File: src/rtl/key_event_queue_pkg.sv
// key_event_queue_pkg: shared widths, entry layout, repeat FSM states and key priority encoder
//   KEY_CODE_W   width of a key index
//   ENTRY_W      width of one queued entry {repeat, code}
//   ENT_REPEAT   bit position of the repeat flag inside an entry (code occupies [3:0])
//   rep_state_e  auto-repeat FSM states
//   lowest_set   index of the lowest set bit of a 16-bit vector (0 when none set)
package key_event_queue_pkg;

    localparam int KEY_CODE_W = 4;
    localparam int ENTRY_W    = 5;
    localparam int ENT_REPEAT = 4;

    typedef enum logic [1:0] {
        ST_IDLE   = 2'd0,
        ST_DELAY  = 2'd1,
        ST_REPEAT = 2'd2
    } rep_state_e;

    function automatic logic [KEY_CODE_W-1:0] lowest_set(input logic [15:0] v);
        logic [KEY_CODE_W-1:0] idx;
        idx = '0;
        for (int i = 15; i >= 0; i--)
            if (v[i]) idx = KEY_CODE_W'(i);
        return idx;
    endfunction

endpackage

File: src/rtl/key_event_fifo.sv
// key_event_fifo: synchronous first-word-fall-through FIFO with separate occupancy counter
//   clk, RST  clock, asynchronous active-high reset
//   push/din  write request and data; ignored when full unless a pop happens in the same cycle
//   pop       read request; ignored when empty
//   dout      head entry, forced to 0 while empty
//   empty     no entries stored
//   full      DEPTH entries stored
//   count     entries stored, 0..DEPTH
module key_event_fifo #(
    parameter int WIDTH = 5,
    parameter int DEPTH = 4
) (
    input  logic                     clk,
    input  logic                     RST,
    input  logic                     push,
    input  logic [WIDTH-1:0]         din,
    input  logic                     pop,
    output logic [WIDTH-1:0]         dout,
    output logic                     empty,
    output logic                     full,
    output logic [$clog2(DEPTH):0]   count
);

    localparam int AW = $clog2(DEPTH);
    localparam int CW = AW + 1;

    logic [WIDTH-1:0] mem_q [DEPTH];
    logic [WIDTH-1:0] mem_d [DEPTH];
    logic [AW-1:0]    wr_q, wr_d, rd_q, rd_d;
    logic [CW-1:0]    cnt_q, cnt_d;
    logic             wr_en, rd_en;

    always_comb begin
        empty = cnt_q == '0;
        full  = cnt_q == CW'(DEPTH);
        rd_en = pop & ~empty;
        // a pop frees the slot the push needs, so a full FIFO still accepts
        wr_en = push & (~full | rd_en);
        mem_d = mem_q;
        if (wr_en) mem_d[wr_q] = din;
        // pointer width equals log2(DEPTH), so natural overflow wraps modulo DEPTH
        wr_d  = wr_q + AW'(wr_en);
        rd_d  = rd_q + AW'(rd_en);
        cnt_d = cnt_q + CW'(wr_en) - CW'(rd_en);
        dout  = empty ? '0 : mem_q[rd_q];
        count = cnt_q;
    end

    always_ff @(posedge clk)
        mem_q <= mem_d;

    always_ff @(posedge clk or posedge RST)
        if (RST) begin
            wr_q  <= '0;
            rd_q  <= '0;
            cnt_q <= '0;
        end else begin
            wr_q  <= wr_d;
            rd_q  <= rd_d;
            cnt_q <= cnt_d;
        end

endmodule

File: src/rtl/key_event_queue.sv
// key_event_queue: converts debounced key levels into queued press events with valid/ready output
//   clk         clock
//   RST         asynchronous active-high reset
//   key_deb     debounced key levels, bit i high while key i held
//   ev_valid    FIFO head holds an event
//   ev_ready    consumer accepts the head this cycle
//   ev_code     key index of the head event
//   ev_repeat   head event is an auto-repeat
//   overflow    sticky flag: an event was dropped because the FIFO was full
//   fifo_count  entries currently stored
// Build option: define KEY_REPEAT_EN to add auto-repeat of a held key
// (first repeat REPEAT_DELAY cycles after the press, then every REPEAT_RATE cycles).
module key_event_queue
    import key_event_queue_pkg::*;
#(
    parameter int NKEYS        = 16,
    parameter int DEPTH        = 4,
    parameter int REPEAT_DELAY = 25_000_000,
    parameter int REPEAT_RATE  = 5_000_000
) (
    input  logic                    clk,
    input  logic                    RST,
    input  logic [NKEYS-1:0]        key_deb,
    output logic                    ev_valid,
    input  logic                    ev_ready,
    output logic [KEY_CODE_W-1:0]   ev_code,
    output logic                    ev_repeat,
    output logic                    overflow,
    output logic [$clog2(DEPTH):0]  fifo_count
);

    logic [NKEYS-1:0]      key_prev_q, key_prev_d, rise;
    logic [KEY_CODE_W-1:0] fresh_code;
    logic                  fresh, push, pop, full, empty;
    logic                  overflow_q, overflow_d;
    logic [ENTRY_W-1:0]    din, dout;

    // edge detect; only the lowest-index new press survives a multi-key edge
    always_comb begin
        rise       = key_deb & ~key_prev_q;
        key_prev_d = key_deb;
        fresh      = |rise;
        fresh_code = lowest_set(rise);
    end

`ifdef KEY_REPEAT_EN
    localparam int RW = $clog2(REPEAT_DELAY);

    rep_state_e            state_q, state_d;
    logic [RW-1:0]         cnt_q, cnt_d;
    logic [KEY_CODE_W-1:0] track_q, track_d;
    logic                  rep_push;

    // a fresh press always restarts timing and suppresses any repeat due this cycle
    always_comb begin
        state_d  = state_q;
        cnt_d    = cnt_q;
        track_d  = track_q;
        rep_push = 1'b0;
        if (fresh) begin
            state_d = ST_DELAY;
            track_d = fresh_code;
            cnt_d   = RW'(REPEAT_DELAY - 1);
        end else if (state_q != ST_IDLE) begin
            if (!key_deb[track_q]) begin
                state_d = ST_IDLE;
            end else if (cnt_q == '0) begin
                rep_push = 1'b1;
                cnt_d    = RW'(REPEAT_RATE - 1);
                state_d  = ST_REPEAT;
            end else begin
                cnt_d = cnt_q - RW'(1);
            end
        end
    end

    always_ff @(posedge clk or posedge RST)
        if (RST) begin
            state_q <= ST_IDLE;
            cnt_q   <= '0;
            track_q <= '0;
        end else begin
            state_q <= state_d;
            cnt_q   <= cnt_d;
            track_q <= track_d;
        end

    always_comb begin
        push      = fresh | rep_push;
        din       = rep_push ? {1'b1, track_q} : {1'b0, fresh_code};
        ev_repeat = dout[ENT_REPEAT];
    end
`else
    logic unused_rep_cfg;

    always_comb begin
        push           = fresh;
        din            = {1'b0, fresh_code};
        ev_repeat      = 1'b0;
        unused_rep_cfg = ^{dout[ENT_REPEAT], REPEAT_DELAY[0], REPEAT_RATE[0]};
    end
`endif

    always_comb begin
        pop        = ~empty & ev_ready;
        ev_valid   = ~empty;
        ev_code    = dout[KEY_CODE_W-1:0];
        overflow_d = overflow_q | (push & full & ~pop);
        overflow   = overflow_q;
    end

    // keys held through reset read as already pressed, so they need a release first
    always_ff @(posedge clk or posedge RST)
        if (RST) begin
            key_prev_q <= '1;
            overflow_q <= 1'b0;
        end else begin
            key_prev_q <= key_prev_d;
            overflow_q <= overflow_d;
        end

    key_event_fifo #(
        .WIDTH (ENTRY_W),
        .DEPTH (DEPTH)
    ) u_fifo (
        .clk   (clk),
        .RST   (RST),
        .push  (push),
        .din   (din),
        .pop   (pop),
        .dout  (dout),
        .empty (empty),
        .full  (full),
        .count (fifo_count)
    );

endmodule

File: config.mk
export PLATFORM = sky130hd
export DESIGN_NAME = key_event_queue
export DESIGN_NICKNAME = d
export VERILOG_FILES = /design/src/rtl/key_event_queue_pkg.sv /design/src/rtl/key_event_fifo.sv /design/src/rtl/key_event_queue.sv
export SDC_FILE = /design/constraint.sdc
export NUM_CORES = 1
export LEC_CHECK = 0
export CORE_ASPECT_RATIO = 0.75
export CORE_MARGIN = 2
export CORE_UTILIZATION = 49
export CTS_BUF_LIST = sky130_fd_sc_hd__clkbuf_8
export DETAILED_ROUTE_END_ITERATION = 12
export PLACE_DENSITY = 0.77
export SLEW_MARGIN = 20
export SYNTH_ARGS = -nofsm -noshare
export SYNTH_HDL_FRONTEND = slang
export SYNTH_SLANG_ARGS = --single-unit
File: constraint.sdc
create_clock -name clk -period 2.2 [get_ports clk]
set_input_delay 0.44 -clock clk [delete_from_list [all_inputs] [get_ports clk]]
set_output_delay 0.44 -clock clk [all_outputs]
set_load 0.05 [all_outputs]
==> flow_summary.html <==
<table>
<tr><th>Metric</th><th>Value</th></tr>
<tr><th colspan="2">Run status</th></tr>
<tr><td>Result of the run</td><td>completed</td></tr>
<tr><th colspan="2">Place</th></tr>
<tr><td># port buffers</td><td>27</td></tr>
<tr><td>Detailed-placement wirelength estimate</td><td>2490 um</td></tr>
<tr><td>Placed inst area</td><td>2340 um2</td></tr>
<tr><td>Final weighted congestion in routability-driven placement</td><td>0.775</td></tr>
<tr><th colspan="2">Routing</th></tr>
<tr><td>Vias after detailed routing</td><td>1147</td></tr>
<tr><td>Wire length reported by the detailed router</td><td>3240 um</td></tr>
<tr><td>Post-DR vias/cell</td><td>4.82</td></tr>
<tr><td>Starting DRC count in detailed routing</td><td>88</td></tr>
<tr><td>Final ANT Viol Nets</td><td>0</td></tr>
<tr><td>Number of remaining DRC errors</td><td>0</td></tr>
<tr><td>Iteration count of the initial detailed-routing pass</td><td>3</td></tr>
<tr><td>Per-cell routed wire length</td><td>13.6 um</td></tr>
<tr><th colspan="2">Clock tree</th></tr>
<tr><td>Total clock buffers created by CTS</td><td>5</td></tr>
<tr><td>Number of hold buffers added after CTS</td><td>0</td></tr>
<tr><td>CTS H-tree depth</td><td>2</td></tr>
<tr><td>Clock input transition at the sequential cells of the worst setup and hold paths</td><td>0.08 ns</td></tr>
<tr><td>TritonCTS clock tree</td><td>built</td></tr>
<tr><td>Clk_lat worst skew</td><td>0.29 ns</td></tr>
<tr><td>Root buffer cell</td><td>sky130_fd_sc_hd__clkbuf_8</td></tr>
<tr><td>Clk buf depth</td><td>2</td></tr>
<tr><td>Count of clock tree sinks</td><td>40</td></tr>
<tr><th colspan="2">Timing</th></tr>
<tr><td>Setup repair after global routing missed its margin</td><td>true</td></tr>
<tr><td>Ratio of final minimum period to clock period</td><td>99.9%</td></tr>
<tr><td>Hold Violations, Final</td><td>0</td></tr>
<tr><td>Post-layout minimum cycle time</td><td>2.20 ns</td></tr>
<tr><td>Final setup violation count</td><td>0</td></tr>
<tr><td>Number of pins with negative max-slew slack in the final report</td><td>0</td></tr>
<tr><td>Post-route clock skew</td><td>0.00971 ns</td></tr>
<tr><td>Highest clock rate</td><td>0.455 GHz</td></tr>
<tr><th colspan="2">Die</th></tr>
<tr><td>Chip Height</td><td>56.4 um</td></tr>
<tr><td>Die outline area</td><td>4170 um2</td></tr>
<tr><td>Placeable core region</td><td>3590 um2</td></tr>
<tr><td>Effective utilization at floorplan</td><td>50.0%</td></tr>
<tr><td>Floorplan die width</td><td>73.9 um</td></tr>
<tr><td>Number of core rows</td><td>19</td></tr>
<tr><td>Top-Level Pins</td><td>29</td></tr>
<tr><th colspan="2">GRT</th></tr>
<tr><td>Overall global routing resource usage</td><td>18.5%</td></tr>
<tr><td>Via count of the first global-routing pass</td><td>1239</td></tr>
<tr><td>Wire length of the first global-routing pass</td><td>5620 um</td></tr>
<tr><td>Antenna violations before repair</td><td>0</td></tr>
<tr><td>Leftover overflow at the end of global routing</td><td>0</td></tr>
<tr><td>Maximum number of pins on one net before global-route repair</td><td>25</td></tr>
<tr><th colspan="2">Finish</th></tr>
<tr><td>Finished layout cell area</td><td>2530 um2</td></tr>
<tr><td>Share of cells above drive strength 1</td><td>49.5%</td></tr>
<tr><td>Antenna diodes</td><td>0</td></tr>
<tr><td>Top library cells by usage in the layout, fill and taps aside</td><td>sky130_fd_sc_hd__buf_4, sky130_fd_sc_hd__clkdlybuf4s50_1, sky130_fd_sc_hd__dfstp_2, sky130_fd_sc_hd__edfxtp_1, sky130_fd_sc_hd__nor2b_1</td></tr>
<tr><td>Layout net count</td><td>209</td></tr>
<tr><td>Area growth from synthesis to layout</td><td>41.2%</td></tr>
<tr><td>Most common cell after layout, fill and taps aside</td><td>sky130_fd_sc_hd__buf_4</td></tr>
<tr><th colspan="2">Power and ir drop</th></tr>
<tr><td>Power per cell area</td><td>1240 nW/um2</td></tr>
<tr><td>Worst IR drop on VDD</td><td>0.000755 V</td></tr>
<tr><td>LEAKAGE</td><td>1.03 nW</td></tr>
<tr><td>Overall power of the completed layout</td><td>0.00315 W</td></tr>
<tr><th colspan="2">Setup path</th></tr>
<tr><td>CP Cell Sequence</td><td>and2b_2, nor4_4, nand4_2, nand2b_4, inv_4, ha_4, inv_2, fa_1, inv_1</td></tr>
<tr><td>Delay contributed by the slowest stage of the critical path</td><td>0.53 ns</td></tr>
<tr><td>Crit path arrival time</td><td>2.43 ns</td></tr>
<tr><td>Worst Setup End Kind</td><td>flip-flop</td></tr>
<tr><td>Largest fanout on the critical path</td><td>3</td></tr>
<tr><td>Crit start category</td><td>flip-flop</td></tr>
<tr><td>Worst-path cell with the longest stage delay</td><td>sky130_fd_sc_hd__dfstp_2</td></tr>
<tr><td>Worst EP required</td><td>2.44 ns</td></tr>
<tr><td>WS Path Type</td><td>reg -&gt; reg</td></tr>
<tr><th colspan="2">Synth</th></tr>
<tr><td>Dominant cell type by area after synthesis</td><td>sky130_fd_sc_hd__edfxtp_1</td></tr>
<tr><td>Seq cells post-synth</td><td>40</td></tr>
<tr><td>Post-synth net total</td><td>146</td></tr>
<tr><td>Count of flip-flops with a built-in enable after synthesis</td><td>16</td></tr>
<tr><td>Distinct cells, synth</td><td>36</td></tr>
<tr><td>Post-synthesis instance area</td><td>1800 um2</td></tr>
<tr><td>Sequential fraction of the synthesis area</td><td>61.3%</td></tr>
<tr><td>Number of instances in the synthesized netlist</td><td>122</td></tr>
<tr><td>Primary FF master, synth</td><td>sky130_fd_sc_hd__edfxtp_1</td></tr>
<tr><td>Syn. warnings</td><td>0</td></tr>
<tr><td>Post-synthesis async set-or-reset flop share</td><td>60.0%</td></tr>
<tr><td>Post-synthesis area per instance</td><td>14.7 um2</td></tr>
<tr><td>Portion of synthesized cell area occupied by the leading cell type</td><td>26.8%</td></tr>
<tr><td>Largest cells by area after synthesis</td><td>sky130_fd_sc_hd__edfxtp_1, sky130_fd_sc_hd__dfstp_2, sky130_fd_sc_hd__dfrtp_1, sky130_fd_sc_hd__mux4_2, sky130_fd_sc_hd__nor2b_1</td></tr>
<tr><th colspan="2">Flow run</th></tr>
<tr><td>Count of maximum capacitance violations</td><td>0</td></tr>
<tr><th colspan="2">Hold path</th></tr>
<tr><td>Type of the most critical hold path</td><td>in -&gt; reg</td></tr>
</table>
==> layer usage <==
metal	share of wire (%)	GRT usage [%]
met5	0	0
met4	1.6	7.53
met3	3.7	4.67
met2	53	31.3
met1	41	22.6
==> through the flow <==
stage	cells	util, %	hold slack, ns	setup slack, ns	setup TNS [ns]
floorplan	122	-	0.443	0.0594	0
global placement	228	65.1	0.467	-0.281	-2.86
detailed placement	228	65.1	0.473	-0.407	-4.75
CTS	236	69.3	0.490	0.00480	0
global route	238	70.6	0.400	-0.101	-0.169
finish	238	70.6	0.388	0.00214	0
==> final timing paths <==
kind / end / cells past startpoint / startpoint / slack, ns
worst max-delay path: u_fifo.count[1] / 9 / key_prev_q[14] / 0.002
worst min-delay path: key_prev_q[14] / 2 / key_deb[14] / 0.39
worst max register to register: u_fifo.count[1] / 9 / key_prev_q[14] / 0.002
worst min register to register: overflow / 1 / overflow / 0.48
max in group asynchronous: key_prev_q[10] / 3 / RST / 1.42
min in group asynchronous: u_fifo.wr_q[1] / 3 / RST / 0.48
==> registers in the layout, summed over array words and instances (netlist names) <==
| register | cells |
|---|---|
| u_fifo.count | 3 |
| key_prev_q | 16 |
| u_fifo.mem_q | 16 |
| overflow | 1 |
| u_fifo.wr_q | 2 |
| u_fifo.rd_q | 2 |
==> cells by family after synthesis <==
group	count (synthesis)	share of synthesized area, %
xor+xnor	4	1.95
mux	4	5.02
simple gates	47	20.4
other cells	1	0.209
fa+ha+maj	5	3.90
flops	40	61.3
compound gates	13	5.30
buf+inv	8	1.88
==> repair_timing <==
item                       in CTS  in global routing
pin swaps                       0                  6
buffers inserted                0                  2
gates resized for setup         6                 11
setup endpoints to repair      11                  2
cloned                          0                  0
==> where the power goes <==
part | internal (W) | switching [W] | total (W)
clock | 0.000371 | 0.000250 | 0.000621
sequential | 0.00103 | 0.000168 | 0.00120
combinational | 0.000580 | 0.000749 | 0.00133
total | 0.00198 | 0.00117 | 0.00315
==> layout make-up <==
class                           instances  area [um2]
Clock buffer                            6        82.6
Sequential cell                        40        1100
Clock inverter                          2        38.8
Fill cell                             244        1050
Tap cell                               52        65.1
Timing Repair Buffer                   57         487
Inverter                                7        28.8
Multi-Input combinational cell         74         728
==> critical path, delay by kind of cell, from the launching register on <==
| kind | cells | cell delay [ns] |
|---|---|---|
| simple gates | 4 | 0.88 |
| buf+inv | 3 | 0.16 |
| fa+ha+maj | 2 | 0.56 |
| flops | 1 | 0.53 |
==> cells in the mapped netlist (3+ instances only) <==
| master | n |
|---|---|
| sky130_fd_sc_hd__a21oi_1 | 4 |
| sky130_fd_sc_hd__dfrtp_1 | 8 |
| sky130_fd_sc_hd__dfstp_2 | 16 |
| sky130_fd_sc_hd__edfxtp_1 | 16 |
| sky130_fd_sc_hd__ha_1 | 4 |
| sky130_fd_sc_hd__inv_1 | 7 |
| sky130_fd_sc_hd__mux4_2 | 4 |
| sky130_fd_sc_hd__nand2b_1 | 4 |
| sky130_fd_sc_hd__nor2_1 | 6 |
| sky130_fd_sc_hd__nor2b_1 | 13 |
| sky130_fd_sc_hd__nor2b_2 | 3 |
| sky130_fd_sc_hd__nor2b_4 | 4 |
| sky130_fd_sc_hd__nor3_1 | 3 |
Power figures use the tool's default switching activity.
